### config.mk
export PLATFORM = sky130hd
export DESIGN_NAME = btn_debounce_sync
export DESIGN_NICKNAME = d
export VERILOG_FILES = /design/src/rtl/btn_debounce_sync.sv
export SDC_FILE = /design/constraint.sdc
export NUM_CORES = 1
export LEC_CHECK = 0
export BUFFER_PORTS_ARGS = -buffer_cell sky130_fd_sc_hd__buf_4
export CELL_PAD_IN_SITES_DETAIL_PLACEMENT = 1
export CELL_PAD_IN_SITES_GLOBAL_PLACEMENT = 1
export CORE_UTILIZATION = 35
export CTS_BUF_LIST = sky130_fd_sc_hd__clkbuf_4 sky130_fd_sc_hd__clkbuf_8
export CTS_CLUSTER_SIZE = 30
export DETAILED_ROUTE_END_ITERATION = 7
export HOLD_SLACK_MARGIN = 0.06
export PLACE_DENSITY_LB_ADDON = 0.1
export SLEW_MARGIN = 20
export SYNTH_ARGS = -nofsm -noshare
export SYNTH_HDL_FRONTEND = slang
export SYNTH_SLANG_ARGS = --single-unit
### constraint.sdc
create_clock -name Clk -period 2.1 [get_ports Clk]
set_input_delay 0.21 -clock Clk [delete_from_list [all_inputs] [get_ports Clk]]
set_output_delay 0.21 -clock Clk [all_outputs]
set_load 0.005 [all_outputs]
### src/rtl/btn_debounce_sync.sv
// Button conditioner: polarity fix, N-flop synchroniser, hold-time debounce FSM,
// registered level/edge strobes and a wrapping press counter.
module btn_debounce_sync #(
   parameter int SYNC_STAGES     = 2,
   parameter int DEBOUNCE_CYCLES = 500000,
   parameter bit ACTIVE_LOW      = 1'b1,
   parameter int COUNT_W         = 8
) (
   input  logic               Clk,
   input  logic               Resetn,
   input  logic               BtnIn,
   input  logic               CountClr,
   output logic               Level,
   output logic               Rise,
   output logic               Fall,
   output logic               Busy,
   output logic [COUNT_W-1:0] PressCount
);

   localparam int CNT_W = (DEBOUNCE_CYCLES > 1) ? $clog2(DEBOUNCE_CYCLES) : 1;
   localparam logic [CNT_W-1:0] CNT_LAST = CNT_W'(DEBOUNCE_CYCLES - 1);

   typedef enum logic [1:0] {
      S_LOW      = 2'd0,
      S_LOW_CHK  = 2'd1,
      S_HIGH     = 2'd2,
      S_HIGH_CHK = 2'd3
   } state_t;

   logic                   w_b;
   logic                   w_s;
   logic [SYNC_STAGES-1:0] r_sync;

   state_t                 r_state;
   state_t                 w_state_nxt;
   logic [CNT_W-1:0]       r_cnt;
   logic [CNT_W-1:0]       w_cnt_nxt;
   logic                   w_rise;
   logic                   w_fall;
   logic                   w_level;
   logic                   w_busy;

   logic                   r_level;
   logic                   r_rise;
   logic                   r_fall;
   logic                   r_busy;
   logic [COUNT_W-1:0]     r_press;

   // Resetting the chain to 0 means "released" regardless of board polarity.
   assign w_b = ACTIVE_LOW ? ~BtnIn : BtnIn;
   assign w_s = r_sync[SYNC_STAGES-1];

   always_ff @(posedge Clk or negedge Resetn) begin
      if (!Resetn) begin
         r_sync <= '0;
      end else begin
         r_sync <= {r_sync[SYNC_STAGES-2:0], w_b};
      end
   end

   always_ff @(posedge Clk or negedge Resetn) begin
      if (!Resetn) begin
         r_state <= S_LOW;
         r_cnt   <= '0;
      end else begin
         r_state <= w_state_nxt;
         r_cnt   <= w_cnt_nxt;
      end
   end

   always_comb begin
      w_state_nxt = r_state;
      w_cnt_nxt   = r_cnt;
      w_rise      = 1'b0;
      w_fall      = 1'b0;
      case (r_state)
         S_LOW: begin
            if (w_s) begin
               w_state_nxt = S_LOW_CHK;
               w_cnt_nxt   = '0;
            end
         end
         S_LOW_CHK: begin
            if (!w_s) begin
               w_state_nxt = S_LOW;
               w_cnt_nxt   = '0;
            end else if (r_cnt == CNT_LAST) begin
               w_state_nxt = S_HIGH;
               w_cnt_nxt   = '0;
               w_rise      = 1'b1;
            end else begin
               w_cnt_nxt   = r_cnt + CNT_W'(1);
            end
         end
         S_HIGH: begin
            if (!w_s) begin
               w_state_nxt = S_HIGH_CHK;
               w_cnt_nxt   = '0;
            end
         end
         S_HIGH_CHK: begin
            if (w_s) begin
               w_state_nxt = S_HIGH;
               w_cnt_nxt   = '0;
            end else if (r_cnt == CNT_LAST) begin
               w_state_nxt = S_LOW;
               w_cnt_nxt   = '0;
               w_fall      = 1'b1;
            end else begin
               w_cnt_nxt   = r_cnt + CNT_W'(1);
            end
         end
         default: begin
            w_state_nxt = S_LOW;
            w_cnt_nxt   = '0;
         end
      endcase
   end

   // Outputs are decoded from the next state so they flip on the commit edge itself.
   assign w_level = (w_state_nxt == S_HIGH) || (w_state_nxt == S_HIGH_CHK);
   assign w_busy  = (w_state_nxt == S_LOW_CHK) || (w_state_nxt == S_HIGH_CHK);

   always_ff @(posedge Clk or negedge Resetn) begin
      if (!Resetn) begin
         r_level <= 1'b0;
         r_rise  <= 1'b0;
         r_fall  <= 1'b0;
         r_busy  <= 1'b0;
      end else begin
         r_level <= w_level;
         r_rise  <= w_rise;
         r_fall  <= w_fall;
         r_busy  <= w_busy;
      end
   end

   // Clear beats a coincident press: that press is deliberately dropped.
   always_ff @(posedge Clk or negedge Resetn) begin
      if (!Resetn) begin
         r_press <= '0;
      end else if (CountClr) begin
         r_press <= '0;
      end else if (w_rise) begin
         r_press <= r_press + COUNT_W'(1);
      end
   end

   assign Level      = r_level;
   assign Rise       = r_rise;
   assign Fall       = r_fall;
   assign Busy       = r_busy;
   assign PressCount = r_press;

endmodule

# Yosys cells after proc, flatten, opt, wreduce, memory -nomap -nowiden
# Index checks and enable logic that the tools add are counted.
[totals]
reg_bits = 35
in_bits = 4
[op_classes]
addsub = 2
eq_ne = 9
n_mux = 20
bitwise = 1
n_reduce_logical = 5
[op_table]
columns = ["op", "n"]
rows = [
  ["2-to-1 mux 19 bit", 5],
  ["case mux 19 bit (4 select lines)", 1],
  ["adder 19 x 1 -> 19 bit (second input constant)", 1],
  ["equality test 19 bit (second input constant)", 1],
  ["2-to-1 mux 8 bit", 2],
  ["2-to-1 mux 2 bit", 6],
  ["adder 8 x 1 -> 8 bit (second input constant)", 1],
  ["equality test 2 bit (second input constant)", 4],
  ["case mux 2 bit (4 select lines)", 1],
  ["2-to-1 mux 1 bit", 5],
  ["equality test 2 x 1 -> 1 bit (second input constant)", 2],
  ["!= test 2 bit (second input constant)", 2],
  ["zero test 2 bit", 1],
  ["logical OR 1 bit", 2],
  ["AND reduction 2 bit", 1],
  ["nonzero test 2 bit", 1],
  ["inverter 1 bit", 1],
]

# Logic depth before layout (Yosys ltp)
[logic_depth]
depth_word = 6
ltp_mapped = 7
mapped_depth_nobuf = 6

# Least setup slack after synthesis
# No wires, ideal clock.
[synth_timing]
path_kind = "reg-to-reg"
start = "register r_cnt[0]"
end = "register r_cnt[9]"
setup_time_ps = 79
arrival_ps = 1637
t_required_ps = 2021
path_slack_ps = 383
stages_incl_launch_ff = 8
period_less_slack_ps = 1717
cell_sequence = "dfrtp_1 > ha_1 > nand4_2 > and2b_1 > a21o_4 > buf_6 > or2_0 > mux2i_1"
[synth_via]
elab_chain_len = 4
elab_cells_between_ends = 6
cone_classes = "add/sub: 1; eq/ne: 1; mux: 4"
[synth_lines]
columns = ["element", "line", "source"]
rows = [
  ["from (decl)", "36", "logic [CNT_W-1:0] r_cnt;"],
  ["from (signal assigned)", "67", "r_cnt <= w_cnt_nxt;"],
  ["adder 19 x 1 -> 19 bit or equality test 19 bit (tied branches)", "-", ""],
  ["2-to-1 mux 19 bit *", "87, 105", ""],
  ["2-to-1 mux 19 bit, on equally long branches", "102, 84", ""],
  ["case mux 19 bit (4 select lines) *", "76", "case (r_state)"],
]
# Mark *: on every way between the ends. The rest lies on a longest branch, timed or not.
# A chain may end at the register's enable or synchronous reset.

# Final worst setup path
[layout_timing]
start = "register r_cnt[0]"
end = "register r_cnt[3]"
# Same word-level chain as after synthesis.

==> metrics.md <==
| Metric | Value |
|---|---|
| Status | finished, final reports clean |
| Path depth of the worst reg2reg path | 7 |
| Syn nets | 194 |
| Die W | 74.7 um |
| CTS resizes | 0 |
| Cell taking the most area after synthesis | dfrtp_1 |
| CTS H-Tree Depth | 2 |
| Drt total wl | between 4000 and 5000 um |
| Share of cells above drive strength 1 | 0.181 |
| Unrepaired setup endpoints after global routing | false |
| DP Area | between 0.002 and 0.0025 mm2 |
| Mapped cell area | 0.00185 mm2 |
| Largest net degree at the start of global routing | 35 |
| Crit path max fanout | 17 |
| Pwr Density | 585 mW/mm2 |
| DR DRC count | 0 |
| CP Class | flop to flop |
| N_diodes | 0 |
| Number of distinct library cells after synthesis | 46 |
| Number of port buffers | 15 |
| TritonCTS clock tree | built |
| Placed insts | 270 |
| Post-synthesis register bit count | 34 |
| Yosys warnings | 0 |
| Clock transition at path regs | ~0.070 ns |
| Post-synth top cells | dfrtp_1 (34), nand2_1 (15), a21oi_1 (12) |
| Yosys top cell area share | 0.460 |
| Ports | 16 |
| Count leader, synth | dfrtp_1 |
| Setup TNS | 0 ns |
| First-pass GRT wire length | between 7000 and 8000 um |
| Setup Slack @ Placement | 0.196 ns |
| Worst setup margin | approximately 0.18 ns |
| Max Cap Viol | 0 |
| Util after Layout | 0.421 |
| Final Skew | 0.00552 ns |
| Final setup viols | 0 |
| Final nets | ~220 |
| Fin. max-slew vios | 0 |
| Starting Density | 0.362 |
| Final worst-path cycle share | 0.915 |
| Max-slew headroom | 0.361 |
| Total GRT Usage | 0.178 |
| Worst skew pair latency | 0.29 ns |
| Fin area | 0.00215 mm2 |
| Top post-synthesis cells by area | dfrtp_1 (46%), a21oi_1 (3.2%), nand2_1 (3.0%) |
| Wire per inst | 15.4 um |
| Hpwl dp | 3090 um |
| Initial antenna violation count | 0 |
| Vias | between 1000 and 1500 |
| HP Class | primary input to flop |
| Final ANT Viol Nets | 0 |
| Leakage | roughly 0.94 nW |
| Area Overhead vs Synth | 16.3% |
| Clk sinks | 34 |
| Post-synth ARST share | 1.00 |
| Avg Cell Area, Syn | 9.84 um2 |
| Core area | a little over 0.005 mm2 |
| Sequential Area | 851 um2 |
| Hold depth | 2 |
| Crit. End Element | flop |
| Post-synth EDFFs | 0 |
| CTS Buffer Depth | 2 |
| Peak VDD IR | 0.239 mV |
| Min Tclk post-route | between 1.5 and 2 ns |
| Initial DRT Pass Iterations | 3 |
| Detailed Route Iter0 Violations | between 70 and 80 |
| Placer Congestion | 0.746 |
| WP data required | roughly 2.3 ns |
| Mapped Cells | 188 |
| Worst-margin pin slew | 0.955 ns |
| Rows | 26 |
| Non-Filler Instances | 280 |
| Number of buffers created by CTS | 5 |
| Clk root buf | clkbuf_8 |
| Die ar. | 0.00558 mm2 |
| Die extent in y | between 70 and 80 um |
| Crit path DAT | 2.10 ns |
| Top FF cell, synth | dfrtp_1 |
| Area of the multi-input gates | 930 um2 |
| Final Hold Fails | 0 |
| Post-synthesis sequential area ratio | 0.460 |
| Grt total ovfl | 0 |
| Critical Path Start Type | flop |
| Max Clock Freq | around 0.52 GHz |
| # fillers | 592 |
| Vias/cell | ~5.3 |
| Number of global-route vias before repair | 1544 |
[worst max-delay path, cell delays in order (launching register included)]
cell,delay (ns)
dfrtp_1,0.39
ha_1,0.25
nand4_2,0.19
and2b_1,0.36
a21oi_4,0.07
buf_4,0.20
a21o_1,0.18
a21o_1,0.17
[cells by family after synthesis]
family,after synthesis,synth area share
adders and majority gates,2,0.0135
buffers and inverters,16,0.0379
and+or+nand+nor,87,0.295
muxes,7,0.0392
DFF,34,0.460
AOI/OAI and AO/OA,38,0.132
xor gates and xnor gates,4,0.0230
[final cells by class]
cell class | instances | area share
multi-input combinational | 138 | 0.432
sequential | 34 | 0.395
timing repair buffer | 19 | 0.0686
clock buffer | 7 | 0.0419
tap | 70 | 0.0407
inverter | 11 | 0.0192
clock inverter | 1 | 0.00233
[routing by layer]
metal,up-vias,track usage,wire length (um)
li1,721,-,-
met1,732,0.220,2010
met2,16,0.310,2170
met3,6,0.0361,94
met4,0,0.0566,55
met5,-,0,0
[placed cells by master, fill, tap and decap left out, types with 2 or more instances in the layout]
cell type and n:
ha_1 2, nand2_1 15, and4b_1 2, nor4_4 2, o21ai_0 5, nor2_1 10, xnor2_1 3, a31o_1 2
or3_1 7, nand4_1 8, and3_1 4, a22o_1 2, nand2b_1 3, dlygate4sd3_1 2, a21o_1 5, buf_4 17
or2_0 2, mux2_1 2, a21oi_1 12, and2_1 2, inv_1 11, mux2i_1 5, o21ai_1 8, nand3_1 10
nor3_1 8, nor4_1 2, clkbuf_8 6, dfrtp_1 34
[sequential cells by signal, indices dropped and copies added, names as in the netlist]
signal / count
r_cnt: 19
PressCount: 8
r_sync: 2
Busy: 1
Fall: 1
Level: 1
Rise: 1
r_state: 1
[stage by stage]
step	power, mW	hold WS [ns]
after floorplan	0.721	-0.0856
after global placement	0.751	0.187
after detailed placement	0.753	0.197
after CTS	1.29	0.150
after global routing	1.32	0.160
final	1.26	0.157
[power by group]
part	internal [mW]	total, mW	switching [mW]
Sequential	0.661	0.668	0.00719
Clock	0.277	0.518	0.240
Combinational	0.0257	0.0738	0.0480
Total	0.964	1.26	0.296
[final timing paths]
path,from,end,slack (ns)
setup / recovery,r_cnt[0]$_DFFE_PN0P_,r_cnt[3]$_DFFE_PN0P_,0.18
hold reg to reg,r_sync[0]$_DFF_PN0_,r_sync[1]$_DFF_PN0_,0.36
setup reg to reg,r_cnt[0]$_DFFE_PN0P_,r_cnt[3]$_DFFE_PN0P_,0.18
min in group asynchronous,Resetn,PressCount[4]$_DFFE_PN0P_,0.44
hold / removal,CountClr,PressCount[4]$_DFFE_PN0P_,0.16
max in group asynchronous,Resetn,r_cnt[4]$_DFFE_PN0P_,1.34
[timing repair]
action | CTS | global route
endpoints found under the hold margin | 35 | 0
hold buffers | 2 | 0
setup buffers | 0 | 0
No activity file was read; power rests on OpenSTA's default activity.
